File: config.mk
export PLATFORM = sky130hd
export DESIGN_NAME = multicycle_controller_flat
export DESIGN_NICKNAME = d
export VERILOG_FILES = /design/src/rtl/multicycle_controller_if.sv /design/src/rtl/multicycle_controller.sv /design/src/flat_wrapper.sv
export SDC_FILE = /design/constraint.sdc
export NUM_CORES = 1
export LEC_CHECK = 0
export CORE_MARGIN = 2
export CORE_UTILIZATION = 39
export DETAILED_ROUTE_END_ITERATION = 12
export GPL_ROUTABILITY_DRIVEN = 0
export PLACE_DENSITY_LB_ADDON = 0.1
export SETUP_SLACK_MARGIN = 0.1
export SLEW_MARGIN = 15
export SYNTH_ARGS = -nofsm -noshare
export SYNTH_HDL_FRONTEND = slang
export SYNTH_SLANG_ARGS = --single-unit
export TNS_END_PERCENT = 1
File: constraint.sdc
create_clock -name clk -period 3 [get_ports clk]
set_input_delay 0.9 -clock clk [delete_from_list [all_inputs] [get_ports clk]]
set_output_delay 0.9 -clock clk [all_outputs]
set_load 0.005 [all_outputs]
File: src/rtl/multicycle_controller_if.sv
// Control bus between the multicycle controller and its datapath.
// No handshake: every signal is a plain per-cycle level, sampled by the datapath on the next clk edge.
interface multicycle_controller_if;
  logic [19:0] Instr;
  logic [3:0]  ALUFlags;
  logic        PCWrite;
  logic        IRWrite;
  logic        RegWrite;
  logic        MemWrite;
  logic        AdrSrc;
  logic [1:0]  ResultSrc;
  logic [1:0]  ALUSrcA;
  logic [1:0]  ALUSrcB;
  logic [1:0]  ImmSrc;
  logic [1:0]  RegSrc;
  logic [1:0]  ALUControl;
  logic [3:0]  State;

  modport master (
    input  Instr, ALUFlags,
    output PCWrite, IRWrite, RegWrite, MemWrite, AdrSrc, ResultSrc,
           ALUSrcA, ALUSrcB, ImmSrc, RegSrc, ALUControl, State
  );

  modport slave (
    output Instr, ALUFlags,
    input  PCWrite, IRWrite, RegWrite, MemWrite, AdrSrc, ResultSrc,
           ALUSrcA, ALUSrcB, ImmSrc, RegSrc, ALUControl, State
  );
endinterface

File: src/rtl/multicycle_controller.sv
// Multicycle ARM control unit: FETCH/DECODE/EXEC/MEM/WB sequencer, condition flags
// and conditional gating of every architectural write strobe.
module multicycle_controller (
  input  logic                    clk,
  input  logic                    reset,
  multicycle_controller_if.master bus
);

  localparam logic [3:0] S_FETCH    = 4'd0;
  localparam logic [3:0] S_DECODE   = 4'd1;
  localparam logic [3:0] S_MEMADR   = 4'd2;
  localparam logic [3:0] S_MEMREAD  = 4'd3;
  localparam logic [3:0] S_MEMWB    = 4'd4;
  localparam logic [3:0] S_MEMWRITE = 4'd5;
  localparam logic [3:0] S_EXECR    = 4'd6;
  localparam logic [3:0] S_EXECI    = 4'd7;
  localparam logic [3:0] S_ALUWB    = 4'd8;
  localparam logic [3:0] S_BRANCH   = 4'd9;

  localparam logic [3:0] CMD_AND = 4'b0000;
  localparam logic [3:0] CMD_SUB = 4'b0010;
  localparam logic [3:0] CMD_ADD = 4'b0100;
  localparam logic [3:0] CMD_CMP = 4'b1010;
  localparam logic [3:0] CMD_ORR = 4'b1100;

  // Instr carries instruction bits [31:12]
  logic [3:0] cond;
  logic [1:0] op;
  logic [5:0] funct;
  logic [3:0] rd;
  logic [3:0] cmd;
  logic       unused_rn;

  assign cond      = bus.Instr[19:16];
  assign op        = bus.Instr[15:14];
  assign funct     = bus.Instr[13:8];
  assign rd        = bus.Instr[3:0];
  assign cmd       = funct[4:1];
  assign unused_rn = ^bus.Instr[7:4];

  logic [3:0] state;
  logic [3:0] state_n;
  logic [3:0] flags;

  always_comb begin
    state_n = S_FETCH;
    case (state)
      S_FETCH:  state_n = S_DECODE;
      S_DECODE: begin
        case (op)
          2'b00:   state_n = funct[5] ? S_EXECI : S_EXECR;
          2'b01:   state_n = S_MEMADR;
          2'b10:   state_n = S_BRANCH;
          default: state_n = S_FETCH;
        endcase
      end
      S_MEMADR:   state_n = funct[0] ? S_MEMREAD : S_MEMWRITE;
      S_MEMREAD:  state_n = S_MEMWB;
      S_MEMWB:    state_n = S_FETCH;
      S_MEMWRITE: state_n = S_FETCH;
      S_EXECR:    state_n = S_ALUWB;
      S_EXECI:    state_n = S_ALUWB;
      S_ALUWB:    state_n = S_FETCH;
      S_BRANCH:   state_n = S_FETCH;
      default:    state_n = S_FETCH;
    endcase
  end

  // During reset the selects follow FETCH so the datapath sees a sane PC path
  logic [3:0] ctl_state;
  assign ctl_state = reset ? S_FETCH : state;

  logic       next_pc;
  logic       ir_write;
  logic       reg_w;
  logic       mem_w;
  logic       branch;
  logic       alu_op;
  logic       adr_src;
  logic [1:0] result_src;
  logic [1:0] alu_src_a;
  logic [1:0] alu_src_b;

  always_comb begin
    next_pc    = 1'b0;
    ir_write   = 1'b0;
    reg_w      = 1'b0;
    mem_w      = 1'b0;
    branch     = 1'b0;
    alu_op     = 1'b0;
    adr_src    = 1'b0;
    result_src = 2'b00;
    alu_src_a  = 2'b00;
    alu_src_b  = 2'b00;
    case (ctl_state)
      S_FETCH: begin
        ir_write   = 1'b1;
        next_pc    = 1'b1;
        alu_src_a  = 2'b01;
        alu_src_b  = 2'b10;
        result_src = 2'b10;
      end
      S_DECODE: begin
        alu_src_a  = 2'b01;
        alu_src_b  = 2'b10;
        result_src = 2'b10;
      end
      S_MEMADR:   alu_src_b = 2'b01;
      S_MEMREAD:  adr_src   = 1'b1;
      S_MEMWB: begin
        result_src = 2'b01;
        reg_w      = 1'b1;
      end
      S_MEMWRITE: begin
        adr_src = 1'b1;
        mem_w   = 1'b1;
      end
      S_EXECR:    alu_op = 1'b1;
      S_EXECI: begin
        alu_src_b = 2'b01;
        alu_op    = 1'b1;
      end
      S_ALUWB:    reg_w = 1'b1;
      S_BRANCH: begin
        alu_src_b  = 2'b01;
        result_src = 2'b10;
        branch     = 1'b1;
      end
      default: ;
    endcase
  end

  logic [1:0] alu_control;
  logic [1:0] flag_w;
  logic       cmd_known;
  logic       no_write;

  always_comb begin
    alu_control = 2'b00;
    cmd_known   = 1'b1;
    case (cmd)
      CMD_ADD: alu_control = 2'b00;
      CMD_SUB: alu_control = 2'b01;
      CMD_AND: alu_control = 2'b10;
      CMD_ORR: alu_control = 2'b11;
      CMD_CMP: alu_control = 2'b01;
      default: cmd_known   = 1'b0;
    endcase
    if (!alu_op) begin
      alu_control = 2'b00;
      cmd_known   = 1'b0;
    end
    flag_w[1] = cmd_known & funct[0];
    flag_w[0] = cmd_known & funct[0] &
                ((cmd == CMD_ADD) | (cmd == CMD_SUB) | (cmd == CMD_CMP));
  end

  // CMP must also suppress the writeback in ALUWB, where ALUOp is already low
  assign no_write = (op == 2'b00) && (cmd == CMD_CMP);

  logic n_f, z_f, c_f, v_f;
  logic cond_ex;
  assign {n_f, z_f, c_f, v_f} = flags;

  always_comb begin
    cond_ex = 1'b0;
    case (cond)
      4'b0000: cond_ex = z_f;
      4'b0001: cond_ex = ~z_f;
      4'b0010: cond_ex = c_f;
      4'b0011: cond_ex = ~c_f;
      4'b0100: cond_ex = n_f;
      4'b0101: cond_ex = ~n_f;
      4'b0110: cond_ex = v_f;
      4'b0111: cond_ex = ~v_f;
      4'b1000: cond_ex = c_f & ~z_f;
      4'b1001: cond_ex = ~c_f | z_f;
      4'b1010: cond_ex = (n_f == v_f);
      4'b1011: cond_ex = (n_f != v_f);
      4'b1100: cond_ex = ~z_f & (n_f == v_f);
      4'b1101: cond_ex = z_f | (n_f != v_f);
      4'b1110: cond_ex = 1'b1;
      default: cond_ex = 1'b0;
    endcase
  end

  logic exec_state;
  assign exec_state = (state == S_EXECR) || (state == S_EXECI);

  always_ff @(posedge clk) begin
    if (reset) begin
      state <= S_FETCH;
      flags <= 4'b0000;
    end else begin
      state <= state_n;
      if (exec_state && flag_w[1] && cond_ex) flags[3:2] <= bus.ALUFlags[3:2];
      if (exec_state && flag_w[0] && cond_ex) flags[1:0] <= bus.ALUFlags[1:0];
    end
  end

  logic reg_write_g;
  assign reg_write_g = reg_w & cond_ex & ~no_write;

  // Strobes from ctl_state are already zero in reset except FETCH ones, masked here
  assign bus.IRWrite    = ir_write & ~reset;
  assign bus.RegWrite   = reg_write_g & ~reset;
  assign bus.MemWrite   = mem_w & cond_ex & ~reset;
  assign bus.PCWrite    = ~reset & (next_pc | (branch & cond_ex) |
                                    (reg_write_g & (rd == 4'hF)));
  assign bus.AdrSrc     = adr_src;
  assign bus.ResultSrc  = result_src;
  assign bus.ALUSrcA    = alu_src_a;
  assign bus.ALUSrcB    = alu_src_b;
  assign bus.ALUControl = alu_control;
  assign bus.ImmSrc     = op;
  assign bus.RegSrc     = {op == 2'b01, op == 2'b10};
  assign bus.State      = state;

endmodule

File: src/flat_wrapper.sv
// flat-port wrapper written by rule: the top's interface ports become plain ports
module multicycle_controller_flat 
  (clk, reset, bus_Instr, bus_ALUFlags, bus_PCWrite, bus_IRWrite, bus_RegWrite, bus_MemWrite, bus_AdrSrc, bus_ResultSrc, bus_ALUSrcA, bus_ALUSrcB, bus_ImmSrc, bus_RegSrc, bus_ALUControl, bus_State);
  multicycle_controller_if bus_i ();
  input  logic clk;
  input  logic reset;
  input wire logic [$bits(bus_i.Instr)-1:0] bus_Instr;
  input wire logic [$bits(bus_i.ALUFlags)-1:0] bus_ALUFlags;
  output wire logic [$bits(bus_i.PCWrite)-1:0] bus_PCWrite;
  output wire logic [$bits(bus_i.IRWrite)-1:0] bus_IRWrite;
  output wire logic [$bits(bus_i.RegWrite)-1:0] bus_RegWrite;
  output wire logic [$bits(bus_i.MemWrite)-1:0] bus_MemWrite;
  output wire logic [$bits(bus_i.AdrSrc)-1:0] bus_AdrSrc;
  output wire logic [$bits(bus_i.ResultSrc)-1:0] bus_ResultSrc;
  output wire logic [$bits(bus_i.ALUSrcA)-1:0] bus_ALUSrcA;
  output wire logic [$bits(bus_i.ALUSrcB)-1:0] bus_ALUSrcB;
  output wire logic [$bits(bus_i.ImmSrc)-1:0] bus_ImmSrc;
  output wire logic [$bits(bus_i.RegSrc)-1:0] bus_RegSrc;
  output wire logic [$bits(bus_i.ALUControl)-1:0] bus_ALUControl;
  output wire logic [$bits(bus_i.State)-1:0] bus_State;
  assign bus_i.Instr = bus_Instr;
  assign bus_i.ALUFlags = bus_ALUFlags;
  assign bus_PCWrite = bus_i.PCWrite;
  assign bus_IRWrite = bus_i.IRWrite;
  assign bus_RegWrite = bus_i.RegWrite;
  assign bus_MemWrite = bus_i.MemWrite;
  assign bus_AdrSrc = bus_i.AdrSrc;
  assign bus_ResultSrc = bus_i.ResultSrc;
  assign bus_ALUSrcA = bus_i.ALUSrcA;
  assign bus_ALUSrcB = bus_i.ALUSrcB;
  assign bus_ImmSrc = bus_i.ImmSrc;
  assign bus_RegSrc = bus_i.RegSrc;
  assign bus_ALUControl = bus_i.ALUControl;
  assign bus_State = bus_i.State;
  multicycle_controller u_core (.clk(clk), .reset(reset), .bus(bus_i));
endmodule
After elaboration in Yosys (flattened, before gate mapping)
Cells that the tools add are included.

Input port bits: 26. Memories kept: 0. Bits in latches: 0. RAM bits: 0. Output and inout bits: 21. Register bits: 8. Word-level logic and storage cells: 104. ROM bits: 0.

Div/mod/pow operators: 0. Multiply operators: 0. Bitwise logic cells: 25. Add/sub/neg operators: 0. $lt $le $gt $ge: 0. Reduce and logical (&&, ||, !) cells: 20. Multiplexer cells: 19. Equality and inequality tests: 37. Shifts and indexed selects: 0.

Operators with widths (number): $eq A4 B4 Y1 const B (12); $eq A4 B3 Y1 const B (11); $eq A4 B2 Y1 const B (7); $pmux W4 S5 (1); $logic_not A4 Y1 (4); $pmux W1 S15 (1); $and A1 B1 Y1 (13); $eq A4 B1 Y1 const B (3); $pmux W4 S3 (1); $reduce_or A2 Y1 (6); $mux W1 (10); $pmux W2 S2 (2); $not A1 Y1 (6); $or A1 B1 Y1 (6); $pmux W2 S3 (1); $reduce_or A3 Y1 (2); $logic_and A1 B1 Y1 (5); $reduce_or A5 Y1 (1); $mux W4 (1); $mux W3 (1); $eq A2 B1 Y1 const B (1); $eq A2 B2 Y1 const B (1); $logic_not A2 Y1 (1); $mux W2 (1); 3 further kinds (3).

Longest topological paths before layout
Gate-level depths: netlist of the first run.

Word-level depth: 9. Gate-level depth with buffers: 6. Depth with buffers taken out: 5.

Least setup slack after synthesis of the first run
Ideal clock, no wire load.

Kind: input to output. From: input bus_Instr[19]. To: output bus_MemWrite. Cell stages on the path: 6. Buffers on the path: 1. Required time: 2100 ps. Setup slack: 74 ps. Arrival time: 2026 ps. Path through: buf_6 -> and3b_1 -> a32oi_1 -> mux2i_1 -> nand3_1 -> and4_1.

Word-level cells in the longest chain between the ends: 4. Elaborated cells between the ends (all ways): 18. Those cells by class: 14 x eq/ne; 1 x mux; 2 x bitwise; 1 x reduce/logical.

Ends and longest elaborated chain: from (decl) (RTL line flat_wrapper.sv:7) `input wire logic [$bits(bus_i.Instr)-1:0] bus_Instr;`; $eq A4 B4 Y1, or another cell as far along (RTL line multicycle_controller.sv:167) `case (cond)`; $pmux W1 S15 * (RTL line multicycle_controller.sv:167); $and A1 B1 Y1 * (2 in series) (RTL line multicycle_controller.sv:207) `assign bus.MemWrite = mem_w & cond_ex & ~reset;`; to (decl) (RTL line flat_wrapper.sv:12) `output wire logic [$bits(bus_i.MemWrite)-1:0] bus_MemWrite;`.

Mark *: on every way between the ends. The rest lies on a longest branch, timed or not.

Final worst setup path of the first run
Ends and elaborated chain as after synthesis.

==> results_tabular.tex, run 1 <==
\begin{tabular}{lr}
\hline
Metric & Value \\
\hline
\multicolumn{2}{l}{\textbf{Routing}} \\
Number of vias per cell after detailed routing & 5.230 \\
Initial detailed-routing violation count & 10 \\
Number of nets with antenna violations after routing & 0 \\
Detailed-router iteration count before antenna repair & 4 \\
Remaining routing DRC violations & 0 \\
WL/cell & 13.79 µm \\
Via count & approximately 1100 \\
Final wirelength & roughly 2.9 mm \\
\multicolumn{2}{l}{\textbf{Status}} \\
Outcome & finished, violations left \\
Violations in the final reports & setup timing \\
\multicolumn{2}{l}{\textbf{Worst hold path}} \\
Worst Hold Path Cells & 2 \\
Hold WC Path Type & reg2reg \\
\multicolumn{2}{l}{\textbf{Layout}} \\
Number of nets in the layout & roughly 210 \\
Share of post-route cells with drive strength above 1 & 32.60\% \\
Area overhead of the layout relative to synthesis & 79.34\% \\
Number of antenna repair diodes & 0 \\
\multicolumn{2}{l}{\textbf{Power}} \\
Cell area power density & 231.3 nW/µm² \\
Total power & 0.3644 mW \\
Leak Pwr & 0.6849 nW \\
Worst VDD drop & 0.0001773 V \\
\multicolumn{2}{l}{\textbf{STA}} \\
Shortest clock period the worst path allows after layout & around 3.2 ns \\
Total setup violations reported at the end of the flow & 3 \\
Number of slew-limit violations in the final report & 0 \\
Unrepaired setup endpoints after global routing & true \\
Maximum clock frequency & around 0.32 GHz \\
Number of failing hold endpoints at the final stage & 0 \\
Setup TNS & -0.3984 ns \\
Min setup slack post-route & -0.1641 ns \\
Final worst clock skew & just under 0.005 ns \\
Post-route clock period utilization & 105.5\% \\
\multicolumn{2}{l}{\textbf{Global route}} \\
Total global routing track utilization & around 23\% \\
Via count of the first global-routing pass & 1039 \\
Antenna violations before repair & 0 \\
First-pass GRT wire length & roughly 4.5 mm \\
Total grt overflow & 0 \\
Pin count of the biggest net entering global routing & 15 \\
\multicolumn{2}{l}{\textbf{Logic synthesis}} \\
Number of enable-type register cells in the synthesized netlist & 0 \\
Sequential cell area fraction in the yosys report & 18.23\% \\
Post-synth ARST share & 0\% \\
Cell types occupying the most area after synthesis & sky130\_fd\_sc\_hd\_\_dfxtp\_1 (18\%), sky130\_fd\_sc\_hd\_\_nand2b\_1 (10\%), sky130\_fd\_sc\_hd\_\_mux2i\_1 (6.8\%) \\
Number of synthesized register bits & 8 \\
Cell taking the most area after synthesis & sky130\_fd\_sc\_hd\_\_dfxtp\_1 \\
Net Count, Synth & 145 \\
Synth Cell Area & 878.3 µm² \\
Synth top area share & 18.23\% \\
Yosys warning count & 0 \\
Top FF cell, synth & sky130\_fd\_sc\_hd\_\_dfxtp\_1 \\
Synthesized area per cell & 7.381 µm² \\
Count of mapped cells out of synthesis & between 100 and 150 \\
Number of distinct library cell variants in the gate-level netlist after synthesis & 43 \\
\multicolumn{2}{l}{\textbf{Clock tree}} \\
Clk Tree Root Cell & sky130\_fd\_sc\_hd\_\_clkbuf\_4 \\
Num CTS Buffers & 3 \\
Buffers from clock root to sink, at most & 2 \\
Clock tree from TritonCTS & built \\
Clock latency on the worst-skew pair & 0.25 ns \\
Clk sink count & 8 \\
Clk pin slew, worst setup/hold paths & 0.05 ns \\
H-Tree Depth & 1 \\
\multicolumn{2}{l}{\textbf{Floorplan}} \\
Area of the placeable core & 2170 µm² \\
Die extent in y & 51.46 µm \\
\# rows & 17 \\
Initial core utilization & 40.48\% \\
Width of the die & 51.46 µm \\
Boundary pin count & 47 \\
Die outline area & 2648 µm² \\
\multicolumn{2}{l}{\textbf{Worst setup path}} \\
Ordered cell list for the critical path & buf\_8 > buf\_4 > a21oi\_1 > o31ai\_2 > o221ai\_2 > nand3\_1 > buf\_4 > and4\_1 > buf\_2 \\
Worst Path Max Fanout & 6 \\
Sort of element at the start of the critical path & input port \\
Worst reg2reg path depth & 8 \\
Worst setup slack for register-to-register paths & just under 1 ns \\
Critical Path Sink Type & output pin \\
Stages on the worst setup path & 9 \\
Slowest cell on the critical path & sky130\_fd\_sc\_hd\_\_o221ai\_2 \\
Required @ worst endpoint & approximately 2.1 ns \\
Cell seen most often among critical-path stages & sky130\_fd\_sc\_hd\_\_buf\_4 \\
Number of buffer and inverter stages on the critical path & 4 \\
Biggest cell delay along the critical path & roughly 0.24 ns \\
Data arrival time of the worst path & 2.26 ns \\
Top Family by Delay on Critical Path & buffers and inverters \\
Path type of the worst setup path & in2out \\
\multicolumn{2}{l}{\textbf{Placed design}} \\
PortBufs & 41 \\
DP Wirelength & 2.050 mm \\
\multicolumn{2}{l}{\textbf{Job}} \\
Max-cap violations & 0 \\
\hline
\end{tabular}
## final cells by class
| type | count | area [µm²] |
|---|---|---|
| Multi-Input combinational cell | 100 | 745.7 |
| Tap cell | 28 | 35.03 |
| Timing Repair Buffer | 69 | 608.1 |
| Clock buffer | 3 | 22.52 |
| Sequential cell | 8 | 160.2 |
| Inverter | 1 | 3.754 |
| Fill cell | 187 | 594.3 |
## power breakdown
part | total, mW | switching (mW) | internal [mW]
logic | 0.169 | 0.0681 | 0.101
clock network | 0.0798 | 0.0342 | 0.0456
registers | 0.116 | 0.00584 | 0.110
## logic make-up after synthesis
kind of cell	synth area share (%)
simple gates	44.87
compound gates	18.09
xor+xnor	3.989
other cells	0.4269
buf+inv	7.549
mux	6.838
flops	18.23
## worst reg2reg max path, cell delays in order (launching register included)
cell and delay [ns]:
sky130_fd_sc_hd__dfxtp_1 0.46, sky130_fd_sc_hd__nand2b_1 0.14, sky130_fd_sc_hd__o21ai_0 0.26, sky130_fd_sc_hd__o221ai_2 0.16, sky130_fd_sc_hd__buf_4 0.17, sky130_fd_sc_hd__buf_4 0.12, sky130_fd_sc_hd__buf_4 0.12, sky130_fd_sc_hd__a31oi_1 0.31
sky130_fd_sc_hd__mux2i_1 0.22
## final timing paths
path                                        to                    startpoint
setup / recovery                  bus_MemWrite                 bus_Instr[19]
hold / removal    u_core.flags[2]$_SDFFE_PP0P_  u_core.flags[2]$_SDFFE_PP0P_
setup reg to reg  u_core.flags[0]$_SDFFE_PP0P_  u_core.flags[0]$_SDFFE_PP0P_
hold reg to reg   u_core.flags[2]$_SDFFE_PP0P_  u_core.flags[2]$_SDFFE_PP0P_
## Yosys cell counts (3+ instances only)
library cell and number:
sky130_fd_sc_hd__nand2b_1 14, sky130_fd_sc_hd__nor2_1 9, sky130_fd_sc_hd__a21oi_1 8, sky130_fd_sc_hd__dfxtp_1 8
sky130_fd_sc_hd__mux2i_1 6, sky130_fd_sc_hd__nand2_1 6, sky130_fd_sc_hd__o21ai_0 5, sky130_fd_sc_hd__buf_4 4
sky130_fd_sc_hd__nand3_1 4, sky130_fd_sc_hd__nor2b_1 4, sky130_fd_sc_hd__a31oi_1 3, sky130_fd_sc_hd__nand3b_1 3
sky130_fd_sc_hd__nor4_1 3
## cells in the final DEF, fill, tap and decap left out, types with 2 or more instances in the layout
cell and n:
sky130_fd_sc_hd__o21bai_1 2, sky130_fd_sc_hd__o21ai_0 3, sky130_fd_sc_hd__a31oi_1 3, sky130_fd_sc_hd__dlygate4sd2_1 9
sky130_fd_sc_hd__mux2i_1 4, sky130_fd_sc_hd__clkdlybuf4s50_1 19, sky130_fd_sc_hd__nand2b_1 14, sky130_fd_sc_hd__nor2_1 8
sky130_fd_sc_hd__dlymetal6s2s_1 4, sky130_fd_sc_hd__nor4_2 2, sky130_fd_sc_hd__a21o_1 2, sky130_fd_sc_hd__mux2i_2 2
sky130_fd_sc_hd__buf_2 4, sky130_fd_sc_hd__a21oi_1 7, sky130_fd_sc_hd__buf_6 2, sky130_fd_sc_hd__buf_4 26
sky130_fd_sc_hd__o21ai_1 2, sky130_fd_sc_hd__dfxtp_1 8, sky130_fd_sc_hd__and3b_1 2, sky130_fd_sc_hd__nor3b_1 2
sky130_fd_sc_hd__clkbuf_4 3, sky130_fd_sc_hd__and3_1 2, sky130_fd_sc_hd__nand2_1 6, sky130_fd_sc_hd__nand3b_1 3
sky130_fd_sc_hd__nand3_1 4, sky130_fd_sc_hd__xor2_1 2, sky130_fd_sc_hd__buf_8 2, sky130_fd_sc_hd__nor3_2 2
sky130_fd_sc_hd__clkbuf_2 2, sky130_fd_sc_hd__nor2b_1 3, sky130_fd_sc_hd__o22ai_1 2
## metrics by stage
| stage | hold WS [ns] | area [µm²] | cells | setup WS (ns) | util (%) |
|---|---|---|---|---|---|
| detailed placement | 0.4959 | 1411 | 198 | -0.9123 | 65.05 |
| CTS | 0.5225 | 1546 | 209 | -0.1674 | 71.28 |
| global placement | 0.4898 | 1411 | 198 | -0.8420 | 65.05 |
| finish | 0.5207 | 1575 | 209 | -0.1641 | 72.61 |
| global route | 0.5499 | 1575 | 209 | -0.2684 | 72.61 |
| floorplan | 0.4697 | 878.3 | 119 | 0.1097 | - |
## flip-flops by register name, summed over array words and instances, names as in the netlist
signal and count:
u_core.flags 4, u_core.bus.State 4
## metal layers
layer / track usage (%) / wire [µm]
met1: 24.42 / 1141
met2: 43.80 / 1532
met3: 3.509 / 168
met4: 7.895 / 41
met5: 0 / 0
## repair_timing
action	in CTS	in global routing
hold buffers	0	0
setup buffers	8	0
resized for setup	58	15
gates cloned	0	0
pin swaps	6	3
endpoints found under the setup margin	14	8
Power figures use the tool's default switching activity.
==> run 2, diff against run 1 <==
- SLEW_MARGIN: 15 -> 20
==> results of run 2 <==
No change in the layout: final DEF, timing and power equal those of run 1.
==> run 3, diff against run 2 <==
- CELL_PAD_IN_SITES_DETAIL_PLACEMENT: unset -> 0
- CELL_PAD_IN_SITES_GLOBAL_PLACEMENT: unset -> 1
- CORE_UTILIZATION: 39 -> 26
==> run 3 against run 2 <==
  * Critical path type unchanged
  * Register-to-register slack improved by 0.22 ns
  * Flip-flop and latch count did not move
  * Power fell by 3.3%
  * Clock-buffer cell count did not move
  * Worst hold slack got worse by 0.0038 ns
  * The run still ends with setup timing left
  * Non-clock buffer count fell by 5
==> results_tabular.tex, run 3 (synthesis gave the netlist of run 1 again) <==
\begin{tabular}{lr}
\hline
Metric & Value \\
\hline
\multicolumn{2}{l}{\textbf{Status}} \\
Outcome & finished, violations left \\
Violations in the final reports & setup timing \\
\multicolumn{2}{l}{\textbf{Clock tree}} \\
Cts-stage hold buffer count & 0 \\
Clk sink count & 8 \\
Clk Tree Root Cell & sky130\_fd\_sc\_hd\_\_clkbuf\_4 \\
Clock latency on the worst-skew pair & about 0.25 ns \\
Buffers from clock root to sink, at most & 2 \\
Clock tree from TritonCTS & built \\
Clk pin slew, worst setup/hold paths & 0.05 ns \\
H-Tree Depth & 1 \\
Num CTS Buffers & 3 \\
\multicolumn{2}{l}{\textbf{Global route}} \\
Antenna violations before repair & 0 \\
Met2 global-route usage & between 20\% and 30\% \\
Layer with the highest usage after global routing & met2 \\
Met1 Use GR & between 10\% and 20\% \\
First-pass GRT wire length & between 4 and 5 mm \\
Met3 Track Usage GR & about 2.4\% \\
Via count of the first global-routing pass & 981 \\
Total global routing track utilization & roughly 15\% \\
Total grt overflow & 0 \\
Pin count of the biggest net entering global routing & 15 \\
\multicolumn{2}{l}{\textbf{Worst setup path}} \\
Worst reg2reg path depth & 7 \\
Required @ worst endpoint & between 2 and 2.5 ns \\
Startpoint of the worst register-to-register path & u\_core.flags[0]\$\_SDFFE\_PP0P\_ \\
Worst Path Max Fanout & 5 \\
Data arrival time of the worst path & roughly 2.1 ns \\
Critical Path Sink Type & output pin \\
Sort of element at the start of the critical path & input port \\
Path type of the worst setup path & in2out \\
Setup crit start & bus\_Instr[12] \\
\multicolumn{2}{l}{\textbf{Floorplan}} \\
Boundary pin count & 47 \\
Area of the placeable core & 3284 µm² \\
Die outline area & 3859 µm² \\
Die extent in y & slightly above 60 µm \\
\# rows & 21 \\
Initial core utilization & a little over a quarter \\
Width of the die & 62.12 µm \\
\multicolumn{2}{l}{\textbf{Routing}} \\
Initial detailed-routing violation count & 37 \\
Detailed-router iteration count before antenna repair & 7 \\
WL/cell & 12.47 µm \\
Final wirelength & 2.769 mm \\
Number of nets with antenna violations after routing & 0 \\
Via count & 1037 \\
Number of vias per cell after detailed routing & 4.671 \\
Remaining routing DRC violations & 0 \\
\multicolumn{2}{l}{\textbf{Power}} \\
Net switching power figure & around 0.11 mW \\
Part of the power in registers & 32.8\% \\
Cell area power density & 230.0 nW/µm² \\
Worst VDD drop & 0.0001340 V \\
Switch share & 30.16\% \\
Leak Pwr & 0.6315 nW \\
Combinational share of power & 43.8\% \\
Portion of total power attributed to the clock network & 23.4\% \\
Internal power & 0.2462 mW \\
\multicolumn{2}{l}{\textbf{Placed design}} \\
PortBufs & 41 \\
DP Wirelength & 2.167 mm \\
Placement Setup Slack & -0.8512 ns \\
\# placed instances & roughly 220 \\
\multicolumn{2}{l}{\textbf{STA}} \\
Number of failing hold endpoints at the final stage & 0 \\
Shortest clock period the worst path allows after layout & 3.030 ns \\
Number of slew-limit violations in the final report & 0 \\
Final worst clock skew & slightly above 0.0007 ns \\
Post-route clock period utilization & 101.0\% \\
Min setup slack post-route & -0.03028 ns \\
Unrepaired setup endpoints after global routing & true \\
Maximum clock frequency & approximately 0.33 GHz \\
Total setup violations reported at the end of the flow & 1 \\
Hold slack & 0.5168 ns \\
\multicolumn{2}{l}{\textbf{Job}} \\
Max-cap violations & 0 \\
\multicolumn{2}{l}{\textbf{Layout}} \\
Fin cells & between 200 and 250 \\
Number of nets in the layout & approximately 200 \\
Area overhead of the layout relative to synthesis & 74.50\% \\
Share of post-route cells with drive strength above 1 & 29.55\% \\
Most common cell after layout, fill and taps aside & sky130\_fd\_sc\_hd\_\_buf\_4 \\
Most frequent cells in the layout & sky130\_fd\_sc\_hd\_\_buf\_4 (20), sky130\_fd\_sc\_hd\_\_clkdlybuf4s50\_1 (19), sky130\_fd\_sc\_hd\_\_nand2b\_1 (14) \\
Number of antenna repair diodes & 0 \\
\multicolumn{2}{l}{\textbf{Worst hold path}} \\
Hold WC Path Type & reg2reg \\
Worst Hold Path Cells & 2 \\
Worst hold path startpoint & u\_core.flags[2]\$\_SDFFE\_PP0P\_ \\
\hline
\end{tabular}
==> run 3: changes by cell type in the layout (fill, tap and decap cells not counted), moves of 2 or more <==
| cell | previous run | this run |
|---|---|---|
| sky130_fd_sc_hd__mux2i_2 | 2 | 0 |
| sky130_fd_sc_hd__buf_4 | 26 | 20 |
| sky130_fd_sc_hd__dlymetal6s2s_1 | 4 | 2 |
| sky130_fd_sc_hd__o21ai_1 | 2 | 0 |
| sky130_fd_sc_hd__mux2i_1 | 4 | 6 |
==> run 3: path summary, 6_finish.rpt <==
kind / end / slack, ns
setup reg to reg: u_core.flags[3]$_SDFFE_PP0P_ / 1.19
setup / recovery: bus_PCWrite / -0.03
hold / removal: u_core.flags[2]$_SDFFE_PP0P_ / 0.52
hold reg to reg: u_core.flags[2]$_SDFFE_PP0P_ / 0.52
==> run 3: routing by layer <==
metal / routed length (µm) / up-vias
met2: 1304 / 22
met3: 109 / 2
met5: 0 / -
met1: 1339 / 474
li1: - / 539
met4: 15 / 0
==> run 3: what timing repair did <==
| item | 4_1_cts | 5_1_grt |
|---|---|---|
| buffers inserted | 3 | 0 |
| resized for setup | 62 | 9 |
| pin swaps | 11 | 6 |
| hold endpoints to repair | 0 | 0 |
| endpoints found under the setup margin | 15 | 6 |
==> run 3: power groups by stage <==
stage / Clock (mW) / Combinational, mW / Sequential, mW
4_1_cts: 0.0862 / 0.154 / 0.115
6_report: 0.0823 / 0.155 / 0.116
5_1_grt: 0.0889 / 0.168 / 0.116
2_1_floorplan: 0 / 0.0618 / 0.116
3_5_place_dp: 0 / 0.149 / 0.117
3_3_place_gp: 0 / 0.147 / 0.117
==> run 3: per-stage QoR <==
| stage | setup TNS, ns | total power [mW] | instance area, µm² | utilization [%] |
|---|---|---|---|---|
| 2_1_floorplan | 0 | 0.1775 | 878.3 | - |
| 3_3_place_gp | -5.307 | 0.2641 | 1434 | 43.66 |
| 3_5_place_dp | -5.315 | 0.2657 | 1434 | 43.66 |
| 4_1_cts | -0.07137 | 0.3555 | 1521 | 46.32 |
| 5_1_grt | -0.2558 | 0.3732 | 1533 | 46.67 |
| 6_report | -0.03028 | 0.3525 | 1533 | 46.67 |
==> run 3: worst max-delay path, stage by stage <==
cell                              delay, ns
sky130_fd_sc_hd__clkdlybuf4s50_1       0.55
sky130_fd_sc_hd__nand3b_1              0.11
sky130_fd_sc_hd__o21ai_2               0.16
sky130_fd_sc_hd__o21ai_0               0.10
sky130_fd_sc_hd__a21o_1                0.18
sky130_fd_sc_hd__buf_2                 0.12
==> run 3: area by class of cell <==
type	count	area, µm²
Sequential cell	8	160.2
Inverter	1	3.754
Fill cell	337	1752
Timing Repair Buffer	64	573.1
Clock buffer	3	22.52
Tap cell	46	57.56
Multi-Input combinational cell	100	715.7
